--- config.mk ---
export PLATFORM = sky130hd
export DESIGN_NAME = free_list
export DESIGN_NICKNAME = d
export VERILOG_FILES = /design/src/rtl/free_list_pkg.sv /design/src/rtl/free_list.sv
export SDC_FILE = /design/constraint.sdc
export NUM_CORES = 1
export LEC_CHECK = 0
export CAP_MARGIN = 40
export CORE_MARGIN = 4
export CORE_UTILIZATION = 62
export CTS_CLUSTER_DIAMETER = 50
export CTS_CLUSTER_SIZE = 10
export DETAILED_ROUTE_END_ITERATION = 16
export GPL_TIMING_DRIVEN = 0
export PLACE_DENSITY = 0.78
export SYNTH_ARGS = -nofsm -noshare
export SYNTH_HDL_FRONTEND = slang
export SYNTH_SLANG_ARGS = --single-unit
--- constraint.sdc ---
create_clock -name clk -period 7.4 [get_ports clk]
set_clock_uncertainty 0.05 [all_clocks]
set_input_delay 0.74 -clock clk [delete_from_list [all_inputs] [get_ports clk]]
set_output_delay 0.74 -clock clk [all_outputs]
set_load 0.05 [all_outputs]
--- src/rtl/free_list_pkg.sv ---
// Shared parameters and pointer type for the physical-register free list.
package free_list_pkg;

  localparam int unsigned P_WIDTH   = 6;
  localparam int unsigned ARCH_REGS = 32;
  localparam int unsigned N_PHYS    = 2 ** P_WIDTH;
  localparam int unsigned FL_DEPTH  = N_PHYS - ARCH_REGS;
  localparam int unsigned FL_PTR_W  = $clog2(FL_DEPTH);
  localparam int unsigned FL_PTR_LEN = FL_PTR_W + 1;

  typedef struct packed {
    logic                wrap;
    logic [FL_PTR_W-1:0] idx;
  } fl_ptr_t;

  function automatic fl_ptr_t ptr_inc(input fl_ptr_t p);
    return fl_ptr_t'(FL_PTR_LEN'(p) + FL_PTR_LEN'(1));
  endfunction

endpackage

--- src/rtl/free_list.sv ---
// Circular free list of physical register IDs with single-cycle flush recovery.
// Optional double-free checker enabled by defining FREE_LIST_CHECK_EN.
module free_list
  import free_list_pkg::*;
(
  input  logic                clk,
  input  logic                rst,
  input  logic                fl_deque,
  output logic [P_WIDTH-1:0]  pd_fl,
  output logic                is_empty_fl,
  input  logic                free_enque,
  input  logic [P_WIDTH-1:0]  free_pd,
  input  logic                flush,
  output logic [FL_PTR_W:0]   fl_count,
  output logic                err_double_free
);

  if (FL_DEPTH < 2 || (FL_DEPTH & (FL_DEPTH - 1)) != 0 || ARCH_REGS >= N_PHYS) begin : g_bad_depth
    $fatal(1, "free_list: DEPTH must be a power of two and at least 2");
  end

  fl_ptr_t            head, tail, head_nxt, tail_nxt;
  logic [P_WIDTH-1:0] mem [FL_DEPTH];
  logic               full, pop_en, push_en, dbl, err_nxt;

  always_comb begin
    is_empty_fl = (head == tail);
    full        = (head.idx == tail.idx) && (head.wrap != tail.wrap);
    pd_fl       = mem[head.idx];
    fl_count    = FL_PTR_LEN'(tail - head);
  end

  // Pointer next-state: flush rebuilds a full list ending at the post-push tail.
  always_comb begin
    pop_en   = fl_deque && !is_empty_fl && !flush;
    push_en  = free_enque && !full;
    tail_nxt = push_en ? ptr_inc(tail) : tail;
    head_nxt = head;
    if (flush) begin
      head_nxt.wrap = ~tail_nxt.wrap;
      head_nxt.idx  = tail_nxt.idx;
    end else if (pop_en) begin
      head_nxt = ptr_inc(head);
    end
    err_nxt = err_double_free || (free_enque && full) || dbl;
  end

  always_ff @(posedge clk or posedge rst) begin
    if (rst) begin
      for (int i = 0; i < FL_DEPTH; i++) begin
        mem[i] <= P_WIDTH'(ARCH_REGS + i);
      end
      head            <= '0;
      tail            <= '{wrap: 1'b1, idx: '0};
      err_double_free <= 1'b0;
    end else begin
      if (push_en) begin
        mem[tail.idx] <= free_pd;
      end
      head            <= head_nxt;
      tail            <= tail_nxt;
      err_double_free <= err_nxt;
    end
  end

`ifdef FREE_LIST_CHECK_EN
  logic [N_PHYS-1:0] in_list, in_list_nxt;

  // Membership tracking; a flush marks every slot of the now-full list as free.
  always_comb begin
    dbl         = free_enque && in_list[free_pd];
    in_list_nxt = in_list;
    if (flush) begin
      in_list_nxt = '0;
      for (int i = 0; i < FL_DEPTH; i++) begin
        if (push_en && FL_PTR_W'(i) == tail.idx) begin
          in_list_nxt[free_pd] = 1'b1;
        end else begin
          in_list_nxt[mem[i]] = 1'b1;
        end
      end
    end else begin
      if (pop_en) begin
        in_list_nxt[pd_fl] = 1'b0;
      end
      if (push_en) begin
        in_list_nxt[free_pd] = 1'b1;
      end
    end
  end

  always_ff @(posedge clk or posedge rst) begin
    if (rst) begin
      in_list <= {N_PHYS{1'b1}} << ARCH_REGS;
    end else begin
      in_list <= in_list_nxt;
      if (dbl) begin
        $error("free_list: double free of physical register %0d", free_pd);
      end
    end
  end
`else
  assign dbl = 1'b0;
`endif

endmodule

-- Word-level counts from Yosys, hierarchy flattened
Index checks and enable logic that the tools add are counted.
- flip-flop bits (word level): 205
- input port bits: 11
- output and inout port bits: 14
- $add $sub $neg: 3
- order comparisons: 3
- eq/ne operators: 3
- multiplexer cells: 9
- bitwise gates (word level): 3
- reductions and logical operators: 11
- operators by type and width (kind ; number):
    192-bit bitwise mux ; 1
    6-bit 2-to-1 mux ; 6
    6-bit binary-select mux with 5-bit select ; 1
    6-bit demux with 5-bit select ; 1
    6-bit by 1-bit adder with 6-bit output, second input constant ; 2
    6-bit greater-or-equal comparator, second input constant ; 2
    5-bit NOT with 6-bit output ; 2
    6-bit equality test ; 1
    1-bit logical AND ; 6
    6-bit by 1-bit less-than comparator with 1-bit output, second input constant ; 1
    6-bit subtractor ; 1
    5-bit equality test ; 1
    1-bit zero test ; 3
    2-bit nonzero test ; 1
    1-bit logical OR ; 1
    1-bit inequality test ; 1
    1-bit NOT ; 1

-- Logic depth before layout (Yosys ltp)
Gate-level depths: netlist of the first run.
- depth after elaboration: 7
- mapped depth: 9

-- Worst setup path after synthesis of the first run
Ideal clock, no wire load.
- path type: reg-to-output
- from: register head[1] (netlist name)
- to: output port pd_fl[0]
- data arrival time: 2.573 ns
- setup slack: 4.037 ns
- cell stages (with the launch flop): 6
- path buffers: 2
- path through: dfrtp_1 > buf_2 > buf_1 > mux4_2 > mux2i_1 > a311oi_1
- longest elaborated chain between the ends: 4
- RTL lines (item ; line ; text):
    start: declaration ; free_list.sv:22 ; fl_ptr_t head, tail, head_nxt, tail_nxt;
    start signal: assignment ; free_list.sv:60 ; head <= head_nxt;
    5-bit NOT with 6-bit output (not written as such) ; free_list.sv:29 ; pd_fl = mem[head.idx];
    6-bit binary-select mux with 5-bit select ; free_list.sv:29 ;
    6-bit 2-to-1 mux (not written as such) (2 in a row) ; free_list.sv:29 ;
    end: declaration ; free_list.sv:9 ; output logic [P_WIDTH-1:0] pd_fl,
Every way passes these cells. The select of a mux whose other input is x is not followed.

-- Worst setup path after layout of the first run
- from: register head[2] (netlist name)
- to: output port pd_fl[3]
Same word-level chain as after synthesis.

==> results.md, run 1 <==
- Peak VDD IR: 0.000503 V
- Die Wd: 136 um
- Dpl cells: ~950
- Synth Net Count: 729
- Pre-CTS WS: 3.40 ns
- XOR/XNOR Fraction of Synth Area: 1.10%
- DR vias/cell: 6.26
- Min Tclk post-route: 4.66 ns
- Syn Inst Count: 707
- Die Area: about 19000 sq um
- Register-to-Register Path Depth: 8
- Area leader, netlist: dfstp_2
- M3 GR Usage: 4.55%
- Hold_ws: 0.416 ns
- Commonest non-fill, non-tap cell in the layout: mux2_2
- Sequential cell area: roughly 5300 sq um
- Setup-failing EPs final: 0
- Total GRT Usage: between 20% and 30%
- CTS tree: done
- Post_cts resized: 0
- Register area share after synthesis: between 50% and 60%
- Max Freq: 215 MHz
- Total power: 5.62 mW
- Routed len/inst: 23.9 um
- Core Area: 16000 sq um
- M1 GR Usage: about 37%
- GRT Max-Usage Layer: met2
- Total number of vias: 6198
- Endpoints failing hold: 0
- CTS max path bufs: 3
- Cell variety after synth: 50
- Crit path capture type: output port
- Worst-Margin Slew: around 0.70 ns
- Commonest cells after routing, fill and taps aside: 182 x mux2_2, 113 x dfstp_2, 92 x dfrtp_1
- Max Slew Vio Count: 0
- Row count: 46
- Crit Path Class: reg -> out
- Post-Syn Area: 10200 sq um
- Worst-path cell chain: buf_2 > clkbuf_1 > buf_1 > o22ai_1 > o21ai_0 > a21oi_1 > nor2_1 > clkdlybuf4s50_1
- Status: completed
- Startpoint Class: flip-flop
- Synth async-reset ratio: 100%
- Min-delay worst type: reg -> reg
- Post-synth EDFFs: 0
- Leak: around 4.7 nW
- Final Cell Area: 11400 sq um
- Worst EP arrival: 3.87 ns
- Clock Root Buffer: clkbuf_16
- GP Congestion: 0.881
- Largest net degree at the start of global routing: 112
- Ant diodes: 0
- Post-synthesis mux area share: 32.7%
- Post-route ant nets: 0
- Initial Util: a little under two thirds
- Slew margin rel.: 53.5%
- Fin cells: 990
- PwrDens: slightly below 500 nW/um^2
- Worst-path clk slew: 0.06 ns
- Ys flop type: dfstp_2
- Final-layout fill cell count: roughly 1100
- Top cell type's share of synthesized area: between 20% and 30%
- Post-synthesis compound-gate area fraction: 3.46%
- Worst Hold End: err_double_free
- Top post-synthesis cells by area: dfstp_2 29%, dfrtp_1 23%, mux2_2 20%
- Global Route met2 Usage: 43.6%
- Dpl hpwl: about 17 mm
- RR Startpoint: head[3]
- Final Util: 71.5%
- Worst skew pair latency: between 0.5 and 0.6 ns
- Initial antenna violation count: 0
- R2R Path End: mem[100]
- First-pass GRT wire length: 38.2 mm
- Nets: about 780
- DRT Pass-1 Iters: 5
- R2R setup slack: 4.05 ns
- Final TNS setup: 0 ns
- Final Cycle Share: 62.9%
- Critical hold path startpoint: err_double_free
- Largest family of logic cells by synthesized area: multiplexers
- Vias in the first global route: between 6000 and 7000
- Post-Synth Simple-Gate Area: 7.40%
- Multi-input logic area: between 4000 and 5000 sq um
- Setup ws final: 2.74 ns
- DRC viols: 0
- Mean post-synth cell area: 14.4 sq um
- Crit-path max cell delay: 0.83 ns
- Unrepaired setup endpoints after global routing: false
- Crit path buf inv count: 4
- Synth Area in Adders: around 1.4%
- Final WL: about 24 mm
- Die Ht: approximately 140 um
- Hold-critical path depth: 1
- Clk sink count: 205
- Post-DP Area: approximately 11000 sq um
- Crit-path slowest cell: clkdlybuf4s50_1
- DR iter-0 viols: 487
- Worst EP required: 6.61 ns
- Hold_buf cts: 0
- CP top delay family: buffers and inverters
- Synth warn: 0
- H-tree depth: 1
- CP Max Fanout: 10
- I/O pin count: 25
- # Post-CTS Setup Buffers: 0
- #FFs+latches synth: 205
- P&R area growth vs syn: 12.1%
- Num CTS Buffers: 25
- Share of cells above drive strength 1: 54.3%
- Number of port buffers: 22
- Gr ovfl total: 0
- Max-cap violations: 0
-- cell families (layout without fill, tap and decap cells) --
| logic type | Yosys count | count (layout) |
|---|---|---|
| muxes | 257 | 257 |
| DFF | 205 | 205 |
| and+or+nand+nor | 118 | 118 |
| buffers and inverters | 54 | 121 |
| AOI/OAI and AO/OA | 50 | 50 |
| xor gates and xnor gates | 12 | 12 |
| adders and majority gates | 11 | 11 |
-- area by class of cell --
type | instances | share of cell area (%)
Clock buffer | 40 | 5.96
Timing Repair Buffer | 23 | 2.17
Clock inverter | 4 | 0.241
Buffer | 41 | 1.54
Sequential cell | 205 | 46.1
Tap cell | 216 | 2.36
Inverter | 13 | 0.492
Multi-Input combinational cell | 448 | 41.1
-- synthesized netlist by cell type, types with 11 or more instances --
cell / count
o21ai_0: 15
mux2i_1: 15
mux2_4: 12
dfrtp_1: 92
nor2_1: 21
buf_2: 12
mux2_2: 182
nand2_1: 43
nor2_4: 21
mux2_1: 11
clkbuf_1: 18
mux4_2: 37
dfstp_2: 113
-- registers in the layout, indices dropped and copies added (netlist names), named ones only --
name             count
mem                192
err_double_free      1
tail                 5
head                 6
-- how the worst max path moves through the flow --
stage,depth (start not counted),startpoint,to
CTS,8,head[1],fl_count[5]
finish,8,head[2],pd_fl[3]
floorplan,1,rst,err_double_free
detailed placement,8,head[1],fl_count[5]
global placement,2,rst,mem[153]
global route,8,head[1],fl_count[5]
-- routing by layer --
| metal | share of wire (%) | wire length (um) |
|---|---|---|
| met1 | 42 | 9870 |
| met2 | 49 | 11500 |
| met3 | 5.9 | 1390 |
| met4 | 3.6 | 840 |
| met5 | 0 | 0 |
-- power by group --
part           internal, mW  switching [mW]  total [mW]
clock network         0.628           0.445        1.07
registers              1.77           0.259        2.03
logic                  1.11            1.40        2.51
(Power assumes the default switching activity.)
==> run 2: changes to the inputs <==
==> constraint.sdc (replaced) <==
create_clock -name clk -period 4.84 [get_ports clk]
set_clock_uncertainty 0.05 [all_clocks]
set_input_delay 0.484 -clock clk [delete_from_list [all_inputs] [get_ports clk]]
set_output_delay 0.484 -clock clk [all_outputs]
set_load 0.05 [all_outputs]
==> results.md, run 2 (synthesis gave the netlist of run 1 again) <==
- Status: completed
- Largest register FFs: between 150 and 200
- Final TNS setup: 0 ns
- DRT Pass-1 Iters: 5
- Worst-path clk slew: ~0.060 ns
- Nets: 783
- Net Switching: 3.24 mW
- Die Ht: 136 um
- Sequential cell area: 5270 sq um
- Final Util: 72.3%
- Clock Root Buffer: clkbuf_16
- Dpl cells: between 900 and 1000
- Worst skew pair latency: 0.50 ns
- Peak VDD IR: 0.000711 V
- Clk sink count: 205
- Hold_buf cts: 0
- Min-delay worst type: in -> async
- Leak: ~4.7 nW
- PwrDens: 755 nW/um^2
- Row count: 46
- Initial Util: 63.7%
- P&R area growth vs syn: 13.4%
- Commonest non-fill, non-tap cell in the layout: mux2_2
- Core Area: roughly 16000 sq um
- Final Cycle Share: 89.2%
- Share of cells above drive strength 1: 54.7%
- Max-cap violations: 0
- Worst EP required: 4.31 ns
- CP Max Fanout: 10
- Dpl hpwl: approximately 17 mm
- Die Area: 18600 sq um
- H-tree depth: 1
- Largest net degree at the start of global routing: 43
- DR iter-0 viols: approximately 440
- DRC viols: 0
- Die Wd: 136 um
- Internal power: 5.49 mW
- Initial antenna violation count: 0
- Final-layout fill cell count: 1069
- Endpoints failing hold: 0
- I/O pin count: 25
- Startpoint Class: flip-flop
- Setup-failing EPs final: 0
- Top flop regs: mem: 192 flops, head: 6 flops, tail: 5 flops
- CTS max path bufs: 3
- Worst EP arrival: 3.78 ns
- Ant diodes: 0
- Gr ovfl total: 0
- # Post-CTS Setup Buffers: 0
- Post-DP Area: ~11000 sq um
- CTS tree: done
- Final Cell Area: 11600 sq um
- DR vias/cell: 6.19
- Vias in the first global route: slightly below 7000
- Crit path capture type: output port
- Unrepaired setup endpoints after global routing: false
- Most flops, register: mem
- Fin cells: 995
- Sw Ratio: 37.1%
- Max Slew Vio Count: 0
- Number of port buffers: 22
- First-pass GRT wire length: about 40 mm
- Clk network pwr share: 20.0%
- Max Freq: approximately 230 MHz
- Multi-input logic area: between 4000 and 5000 sq um
- Slew margin rel.: 53.7%
- Final WL: 24.4 mm
- Total GRT Usage: 28.0%
- Hold_ws: 0.307 ns
- Total number of vias: between 6000 and 7000
- Commonest cells after routing, fill and taps aside: 182 x mux2_2, 113 x dfstp_2, 92 x dfrtp_1
- Pre-CTS WS: 1.10 ns
- Post_cts resized: 0
- GP Congestion: 0.882
- Setup ws final: 0.523 ns
- Num CTS Buffers: 25
- Register-to-Register Path Depth: 7
- Routed len/inst: 24.5 um
- Min Tclk post-route: approximately 4.3 ns
- Worst-Margin Slew: 0.695 ns
- Crit Path Class: reg -> out
- Seq pwr share: between 30% and 40%
- Logic gate share of total power: 44.2%
- Total power: 8.73 mW
- Post-route ant nets: 0
-- run 2: cell count changes in the layout (fill, tap and decap cells not counted), sizes merged --
| cell | change |
|---|---|
| buf | +4 |
| bufinv | +1 |
| clkbuf | +3 |
| clkinv | -1 |
| clkinvlp | +1 |
| inv | -3 |
-- run 2: path summary, 6_finish.rpt --
| check | from | to | slack [ns] |
|---|---|---|---|
| max | head[1] | pd_fl[0] | 0.52 |
| min | rst | head[5] | 0.31 |
| max reg2reg | head[3] | mem[147] | 1.38 |
| min reg2reg | err_double_free | err_double_free | 0.42 |
| max in group asynchronous | rst | mem[97] | 3.30 |
| min in group clk | flush | head[5] | 0.39 |
-- run 2: worst max-delay path, cell delays in order (launching register included) --
cell             delay (ns)
dfrtp_1                0.50
buf_2                  0.36
clkbuf_1               0.58
mux4_2                 0.35
mux2i_1                0.11
a311oi_1               0.48
clkdlybuf4s50_1        0.89
-- run 2: area by class of cell --
| cell class | instances | share of cell area (%) |
|---|---|---|
| Sequential cell | 205 | 45.6 |
| Multi-Input combinational cell | 448 | 40.7 |
| Clock buffer | 43 | 6.34 |
| Timing Repair Buffer | 27 | 2.77 |
| Tap cell | 216 | 2.34 |
| Buffer | 41 | 1.53 |
| Inverter | 13 | 0.455 |
| Clock inverter | 2 | 0.303 |
-- run 2: power by group through the flow --
stage                     logic (mW)  registers [mW]  clock network, mW
after global placement          3.71            3.05                  0
final                           3.86            3.13               1.75
after floorplan                 2.88            2.99                  0
after detailed placement        3.82            3.13                  0
after CTS                       3.85            3.12               1.77
after global routing            4.11            3.21               1.85
-- run 2: metal layers --
| layer | up-vias | GRT usage, % | share of wire (%) |
|---|---|---|---|
| li1 | 2704 | - | - |
| met4 | 0 | 6.10 | 2.3 |
| met1 | 3213 | 38.5 | 42 |
| met3 | 45 | 4.22 | 5.6 |
| met5 | - | 0 | 0 |
| met2 | 199 | 47.6 | 50 |
